<file path="src/rtl/time_entry.sv">
// Keypad time-entry stage: buffers up to four digits, validates them as HH:MM
// on SET and hands the result to the time counter with a one-cycle load strobe.
module time_entry #(
    parameter int TIMEOUT_SECS = 10
) (
    input  logic       clk,
    input  logic       reset,
    input  logic       one_second,
    input  logic       key_valid,
    input  logic [3:0] key,
    output logic [3:0] new_current_time_ms_hr,
    output logic [3:0] new_current_time_ls_hr,
    output logic [3:0] new_current_time_ms_min,
    output logic [3:0] new_current_time_ls_min,
    output logic       load_new_c,
    output logic       entry_active,
    output logic       entry_error,
    output logic       entry_timeout,
    output logic [2:0] key_count
);

    localparam int TW = $clog2(TIMEOUT_SECS + 1);
    localparam logic [TW-1:0] LIMIT = TW'(TIMEOUT_SECS);

    typedef enum logic {IDLE, ENTRY} state_t;

    state_t             state, state_nxt;
    logic [3:0][3:0]    buf_q, buf_nxt;      // [3] = ms_hr ... [0] = ls_min
    logic [3:0][3:0]    time_q, time_nxt;
    logic [2:0]         count_q, count_nxt;
    logic [TW-1:0]      timer_q, timer_nxt;
    logic               load_nxt, error_nxt, timeout_nxt;

    logic is_digit, is_set, is_clear, time_ok;

    assign is_digit = key_valid && (key <= 4'd9);
    assign is_set   = key_valid && (key == 4'hA);
    assign is_clear = key_valid && (key == 4'hB);

    // Unentered upper digits are already zero, so short entries validate naturally.
    assign time_ok = (buf_q[3] <= 4'd2)
                  && !((buf_q[3] == 4'd2) && (buf_q[2] > 4'd3))
                  && (buf_q[1] <= 4'd5);

    always_comb begin
        // NOTE: every variable gets a default first so no path can infer a latch.
        state_nxt   = state;
        buf_nxt     = buf_q;
        time_nxt    = time_q;
        count_nxt   = count_q;
        timer_nxt   = timer_q;
        load_nxt    = 1'b0;
        error_nxt   = 1'b0;
        timeout_nxt = 1'b0;

        case (state)
            IDLE: begin
                if (is_digit) begin
                    buf_nxt    = '0;
                    buf_nxt[0] = key;
                    count_nxt  = 3'd1;
                    timer_nxt  = '0;
                    state_nxt  = ENTRY;
                end
            end
            ENTRY: begin
                if (is_digit) begin
                    buf_nxt   = {buf_q[2:0], key};
                    count_nxt = (count_q == 3'd4) ? 3'd4 : count_q + 3'd1;
                    timer_nxt = '0;
                end else if (is_clear) begin
                    buf_nxt   = '0;
                    count_nxt = '0;
                    timer_nxt = '0;
                end else if (is_set) begin
                    if (time_ok) begin
                        time_nxt = buf_q;
                        load_nxt = 1'b1;
                    end else begin
                        error_nxt = 1'b1;
                    end
                    buf_nxt   = '0;
                    count_nxt = '0;
                    timer_nxt = '0;
                    state_nxt = IDLE;
                end else if (one_second) begin
                    // An accepted key in the same cycle takes priority over the tick.
                    if (timer_q + TW'(1) == LIMIT) begin
                        timeout_nxt = 1'b1;
                        buf_nxt     = '0;
                        count_nxt   = '0;
                        timer_nxt   = '0;
                        state_nxt   = IDLE;
                    end else begin
                        timer_nxt = timer_q + TW'(1);
                    end
                end
            end
            default: state_nxt = IDLE;
        endcase
    end

    always_ff @(posedge clk) begin
        if (reset) begin
            state         <= IDLE;
            buf_q         <= '0;
            time_q        <= '0;
            count_q       <= '0;
            timer_q       <= '0;
            load_new_c    <= 1'b0;
            entry_error   <= 1'b0;
            entry_timeout <= 1'b0;
        end else begin
            state         <= state_nxt;
            buf_q         <= buf_nxt;
            time_q        <= time_nxt;
            count_q       <= count_nxt;
            timer_q       <= timer_nxt;
            load_new_c    <= load_nxt;
            entry_error   <= error_nxt;
            entry_timeout <= timeout_nxt;
        end
    end

    assign new_current_time_ms_hr  = time_q[3];
    assign new_current_time_ls_hr  = time_q[2];
    assign new_current_time_ms_min = time_q[1];
    assign new_current_time_ls_min = time_q[0];
    assign entry_active            = (state == ENTRY);
    assign key_count               = count_q;

endmodule
</file>
<file path="config.mk">
export PLATFORM = sky130hd
export DESIGN_NAME = time_entry
export DESIGN_NICKNAME = d
export VERILOG_FILES = /design/src/rtl/time_entry.sv
export SDC_FILE = /design/constraint.sdc
export NUM_CORES = 1
export LEC_CHECK = 0
export BUFFER_PORTS_ARGS = -buffer_cell sky130_fd_sc_hd__buf_2
export CORE_ASPECT_RATIO = 1.25
export CORE_MARGIN = 1
export CORE_UTILIZATION = 54
export DETAILED_ROUTE_END_ITERATION = 16
export PLACE_DENSITY = 0.84
export SYNTH_ARGS = -nofsm -noshare
export SYNTH_HDL_FRONTEND = slang
export SYNTH_SLANG_ARGS = --single-unit
</file>
<file path="constraint.sdc">
create_clock -name clk -period 2.4 [get_ports clk]
set_input_delay 0.36 -clock clk [delete_from_list [all_inputs] [get_ports clk]]
set_output_delay 0.36 -clock clk [all_outputs]
set_load 0.01 [all_outputs]
</file>
==> summary.md, run 1 <==
| Metric | Value |
|---|---|
| Arr. time, crit path | 2.37 ns |
| Number of synthesized flops with an enable pin | 0 |
| Maximum VDD drop | 437 uV |
| Most common cell after layout, fill and taps aside | dfxtp_1 |
| Synthesized instance count | 170 |
| Synth Area in Simple Gates | 16.8% |
| Root buffer cell | clkbuf_4 |
| Placed cell areas | 1900 um^2 |
| Compound-cell area share of the yosys netlist | 16.9% |
| Total track usage | 24.1% |
| Setup tns final | 0 ns |
| Final ANT Viol Nets | 0 |
| MaxCap Viol Count | 0 |
| Via count | 1385 |
| Hold Vio Cnt, Final | 0 |
| CTS tree | done |
| Die H | 65.6 um |
| Cell taking the most area after synthesis | dfxtp_1 |
| Synth top area share | 49.3% |
| Initial drt markers | 33 |
| FMAX | 477 MHz |
| Top_reg_cell synth | dfxtp_1 |
| Final instance area | 1960 um^2 |
| WL/cell | 14.6 um |
| Rel. slew slack | 58.6% |
| Die area | 3470 um^2 |
| Core Area | 3000 um^2 |
| CTS Buf Count | 5 |
| Synth async-reset ratio | 0% |
| Via density | 5.82 |
| Num ports | 31 |
| Die W | 52.9 um |
| Post-DP HPWL | 2.46 mm |
| First-pass GRT wire length | 6.06 mm |
| Synthesis-stage register bit count | 43 |
| Pwr dens | 601 nW/um^2 |
| WP data required | 2.67 ns |
| Cell variety after synth | 35 |
| CP Launch Type | register |
| CTS H-tree depth | 2 |
| Ys Warns | 0 |
| Worst Skew | 0.0129 ns |
| Number of global-route vias before repair | 1369 |
| TritonRoute pass-1 iters | 4 |
| Main combinational cell family by area after synthesis | compound AO/OA/AOI/OAI gates |
| Synth Area in XOR/XNOR | 0% |
| Critical path fanouts, max | 6 |
| Multiplexer area fraction after synthesis | 9.74% |
| DRT Wirelength | 3.47 mm |
| Initial antenna violation count | 0 |
| CTS Sinks | 43 |
| Area Growth Syn to Fin | 12.0% |
| Most frequent cells in the layout | dfxtp_1 (43), buf_2 (30), nor2_1 (18) |
| Synth area leaders | dfxtp_1 (49%), mux2i_1 (9.7%), a22o_1 (6.0%) |
| Hold-fix buffers, CTS | 0 |
| Row count | 22 |
| Post-CTS Resized | 0 |
| Inserted Diodes | 0 |
| Min cycle time layout | 2.10 ns |
| Nets@finish | 214 |
| Worst hold slack | 0.268 ns |
| Largest net degree at the start of global routing | 31 |
| PortBufs | 30 |
| Syn nets | 182 |
| CP Class | reg -> reg |
| Clock-pin slew on the worst setup and hold paths | 0.12 ns |
| Max-slew violation count | 0 |
| Adder-cell share of the synthesized area | 2.87% |
| Setup violations, final | 0 |
| Leakage | 0.843 nW |
| Register area share after synthesis | 49.3% |
| Clk_lat worst skew | 0.35 ns |
| R2R Setup Slk | 0.30 ns |
| Starting Density | 58.2% |
| Setup Fix Bufs, Post-CTS | 0 |
| Post-layout worst setup margin | 0.303 ns |
| Min-Delay Path Class | in -> reg |
| Post-Syn Area | 1750 um^2 |
| Fin crit share | 87.4% |
| DRC Markers | 0 |
| Clock Path Buffers | 2 |
| RSZ-0062 raised after global routing | false |
| Share of layout cells above drive strength 1 | 21.3% |
| Pre-CTS WS | 0.351 ns |
| Routability cong. | 0.879 |
| Mean post-synth cell area | 10.3 um^2 |
| Status | finished, final reports clean |
| Setup crit end kind | register |
| Total global routing overflow | 0 |
| Worst Max-Slew Pin Slew | 0.618 ns |
[worst paths after layout]
path         cells past startpoint                                     from                                 endpoint
max reg2reg                      6                  timer_q[0]$_SDFFE_PP0P_                key_count[0]$_SDFFE_PP0P_
max                              6                  timer_q[0]$_SDFFE_PP0P_                key_count[0]$_SDFFE_PP0P_
min                              3                                   key[0]                    buf_q[0]$_SDFFE_PP0P_
min reg2reg                      1  new_current_time_ms_min[3]$_SDFFE_PP0P_  new_current_time_ms_min[3]$_SDFFE_PP0P_
[registers in the layout, summed over array words and instances, names as in the netlist]
register	count
entry_active	1
new_current_time_ls_hr	4
timer_q	4
new_current_time_ls_min	4
entry_error	1
entry_timeout	1
new_current_time_ms_min	4
load_new_c	1
new_current_time_ms_hr	4
key_count	3
buf_q	16
[layer usage]
metal  GRT usage [%]  vias up  share of wire, %
li1                -      668                 -
met3            6.71       10               4.2
met2            40.2       31                49
met5               0        -                 0
met4            13.5        0               3.2
met1            26.9      676                43
[synth_stat cells (2+ instances only)]
master / instances
a21oi_1: 5
a221oi_1: 2
a22o_1: 12
a311o_1: 2
a31oi_1: 3
and3_1: 2
buf_6: 2
clkbuf_1: 4
dfxtp_1: 43
ha_1: 4
inv_1: 5
mux2i_1: 17
nand2_1: 10
nand2b_1: 7
nand4b_1: 2
nor2_1: 18
nor2b_1: 5
nor3_1: 2
nor3b_1: 4
o21ai_0: 5
or3_1: 2
[critical path: stages, from the launching register on]
cell and delay [ns]:
dfxtp_1 0.37, ha_1 0.27, or2_2 0.28, o21ai_0 0.12
a311o_1 0.38, nand2_1 0.24, a221oi_1 0.35
[area by class of cell]
| class | count | area, um^2 |
|---|---|---|
| flip-flops and latches | 43 | 861 |
| clock buffers | 6 | 51.3 |
| multi-input cells | 115 | 810 |
| fillers | 237 | 1040 |
| clock inverters | 1 | 5.00 |
| inverters | 5 | 18.8 |
| repair buffers | 32 | 165 |
| well taps | 36 | 45.0 |
[where the power goes]
group | internal, W | switching [W]
registers | 0.000721 | 0.00000996
logic | 0.0000326 | 0.0000544
clock network | 0.000136 | 0.000222
[cell families (layout without fill, tap and decap cells)]
logic type	after synthesis	in the layout
flip-flops	43	43
buffers and inverters	12	44
AND/OR/NAND/NOR	56	56
adder cells (fa/ha/maj)	4	4
multiplexers	17	17
AO/OA/AOI/OAI	38	38
[stage by stage]
| step | power, W | instances | util (%) |
|---|---|---|---|
| global placement | 0.000830 | 231 | 63.3 |
| global route | 0.00123 | 238 | 65.2 |
| CTS | 0.00119 | 238 | 65.2 |
| floorplan | 0.000807 | 170 | - |
| finish | 0.00118 | 238 | 65.2 |
| detailed placement | 0.000834 | 231 | 63.3 |
(Power assumes the default switching activity.)
==> run 2, diff against run 1 <==
--- a/config.mk
+++ b/config.mk
@@ -10,7 +10,7 @@
 export CORE_MARGIN = 1
 export CORE_UTILIZATION = 54
 export DETAILED_ROUTE_END_ITERATION = 16
-export PLACE_DENSITY = 0.84
+export PLACE_DENSITY = 0.77
 export SYNTH_ARGS = -nofsm -noshare
 export SYNTH_HDL_FRONTEND = slang
 export SYNTH_SLANG_ARGS = --single-unit
==> run 2 against run 1 <==
  * Flip-flop and latch count unchanged
  * Core utilization up 0.42 points
  * Via count down 4.5%
  * Global-route usage down 2.0 points
  * Critical endpoint unchanged
==> summary.md, run 2 (synthesized netlist as in run 1, its figures left out) <==
| Metric | Value |
|---|---|
| Critical path fanouts, max | 6 |
| Setup tns final | 0 ns |
| Routability cong. | 0.827 |
| WP data required | 2.67 ns |
| Via count | 1323 |
| Crit path cell chain | ha_1 -> or2_2 -> o21ai_0 -> a311o_1 -> nand2_1 -> a221oi_1 |
| CP max stage cell | dfxtp_1 |
| Pwr dens | 616 nW/um^2 |
| Setup Fix Bufs, Post-CTS | 0 |
| Die H | 65.6 um |
| Leakage | 0.848 nW |
| Reg-to-reg startpoint | timer_q[0]$_SDFFE_PP0P_ |
| Row count | 22 |
| Setup crit end kind | register |
| Pwr Total | 0.00121 W |
| Layout Utilization | 65.6% |
| CTS Sinks | 43 |
| DRT Wirelength | 3.27 mm |
| TritonRoute pass-1 iters | 4 |
| Hold Vio Cnt, Final | 0 |
| CTS tree | done |
| Worst Skew | 0.0178 ns |
| Min-Delay Path Class | in -> reg |
| Max-slew violation count | 0 |
| Root buffer cell | clkbuf_4 |
| R2R Setup Slk | 0.38 ns |
| CP Class | reg -> reg |
| # fillers | 247 |
| Most frequent cells in the layout | dfxtp_1 (43), buf_2 (30), nor2_1 (18) |
| Area Growth Syn to Fin | 12.7% |
| WL/cell | 13.7 um |
| Register with the most flip-flops | buf_q |
| Total global routing overflow | 0 |
| Rel. slew slack | 58.4% |
| Arr. time, crit path | 2.30 ns |
| Fin crit share | 84.3% |
| Share of layout cells above drive strength 1 | 21.2% |
| Worst Max-Slew Pin Slew | 0.618 ns |
| DRC Markers | 0 |
| Worst path bufs/invs | 0 |
| Number of global-route vias before repair | 1203 |
| R2r worst-path depth | 6 |
| Hold worst-path end | buf_q[0]$_SDFFE_PP0P_ |
| Max incr delay on CP | 0.38 ns |
| Maximum VDD drop | 510 uV |
| MaxCap Viol Count | 0 |
| Die area | 3470 um^2 |
| First-pass GRT wire length | 5.53 mm |
| Core Area | 3000 um^2 |
| Setup violations, final | 0 |
| CTS H-tree depth | 2 |
| Clk_lat worst skew | 0.35 ns |
| Final ANT Viol Nets | 0 |
| Die W | 52.9 um |
| Post-DP HPWL | 2.27 mm |
| Via density | 5.54 |
| Post-CTS Resized | 0 |
| Hold Crit Depth | 3 |
| Largest net degree at the start of global routing | 31 |
| Nets@finish | 214 |
| CTS Buf Count | 5 |
| FMAX | 494 MHz |
| Worst reg2reg endpoint | key_count[0]$_SDFFE_PP0P_ |
| Starting Density | 58.2% |
| RSZ-0062 raised after global routing | false |
| Hold-fix buffers, CTS | 0 |
| Max reg flops | 16 |
| Inserted Diodes | 0 |
| Total track usage | 22.1% |
| Clock-pin slew on the worst setup and hold paths | 0.13 ns |
| Status | finished, final reports clean |
| Most common cell after layout, fill and taps aside | dfxtp_1 |
| CP delay by family, top | compound AO/OA/AOI/OAI gates |
| Min cycle time layout | 2.02 ns |
| PortBufs | 30 |
| Initial antenna violation count | 0 |
| Clock Path Buffers | 2 |
| Initial drt markers | 22 |
| HP Start | key[0] |
| Num ports | 31 |
| CP Launch Type | register |
run 2: stage by stage:
| stage | worst slack (ns) | hold WS [ns] | area (um^2) | cells |
|---|---|---|---|---|
| after global routing | 0.164 | 0.257 | 1970 | 239 |
| after floorplan | 0.570 | 0.434 | 1750 | 170 |
| after global placement | 0.482 | 0.448 | 1900 | 231 |
| after detailed placement | 0.408 | 0.456 | 1900 | 231 |
| final | 0.377 | 0.274 | 1970 | 239 |
| after CTS | 0.372 | 0.272 | 1970 | 239 |
run 2: where the power goes:
part / internal (W) / total (W) / switching (W)
Clock: 0.000173 / 0.000396 / 0.000224
Combinational: 0.0000325 / 0.0000852 / 0.0000528
Sequential: 0.000721 / 0.000731 / 0.00000935
Total: 0.000927 / 0.00121 / 0.000286
run 2: how the worst max path moves through the flow:
stage	from	end	slack, ns	depth (start not counted)
floorplan	timer_q[0]$_SDFFE_PP0P_	key_count[0]$_SDFFE_PP0P_	0.57	6
detailed placement	buf_q[10]$_SDFFE_PP0P_	new_current_time_ms_hr[1]$_SDFFE_PP0P_	0.41	6
global placement	buf_q[10]$_SDFFE_PP0P_	new_current_time_ms_min[1]$_SDFFE_PP0P_	0.48	6
global route	buf_q[10]$_SDFFE_PP0P_	new_current_time_ls_min[1]$_SDFFE_PP0P_	0.16	6
finish	timer_q[0]$_SDFFE_PP0P_	key_count[0]$_SDFFE_PP0P_	0.38	6
CTS	timer_q[0]$_SDFFE_PP0P_	buf_q[8]$_SDFFE_PP0P_	0.37	6
run 2: worst reg2reg max path: cells and delay by family (launching register included):
family                     cells  cell delay [ns]
DFF                            1             0.38
and+or+nand+nor                2             0.50
AOI/OAI and AO/OA              3             0.80
adders and majority gates      1             0.26
run 2: layout make-up:
type                       instances  area, um^2  area share, %
tap                               36        45.0           2.29
timing repair buffer              32         165           8.39
inverter                           5        18.8          0.954
clock buffer                       8        68.8           3.50
multi-input combinational        115         810           41.1
sequential                        43         861           43.7
run 2: per-layer routing:
layer  track usage [%]  wire length (um)  up-vias
li1                  -                 -      672
met4              7.89                33        0
met2              33.1              1510       38
met1              29.5              1560      609
met3              7.18               168        4
met5                 0                 0        -
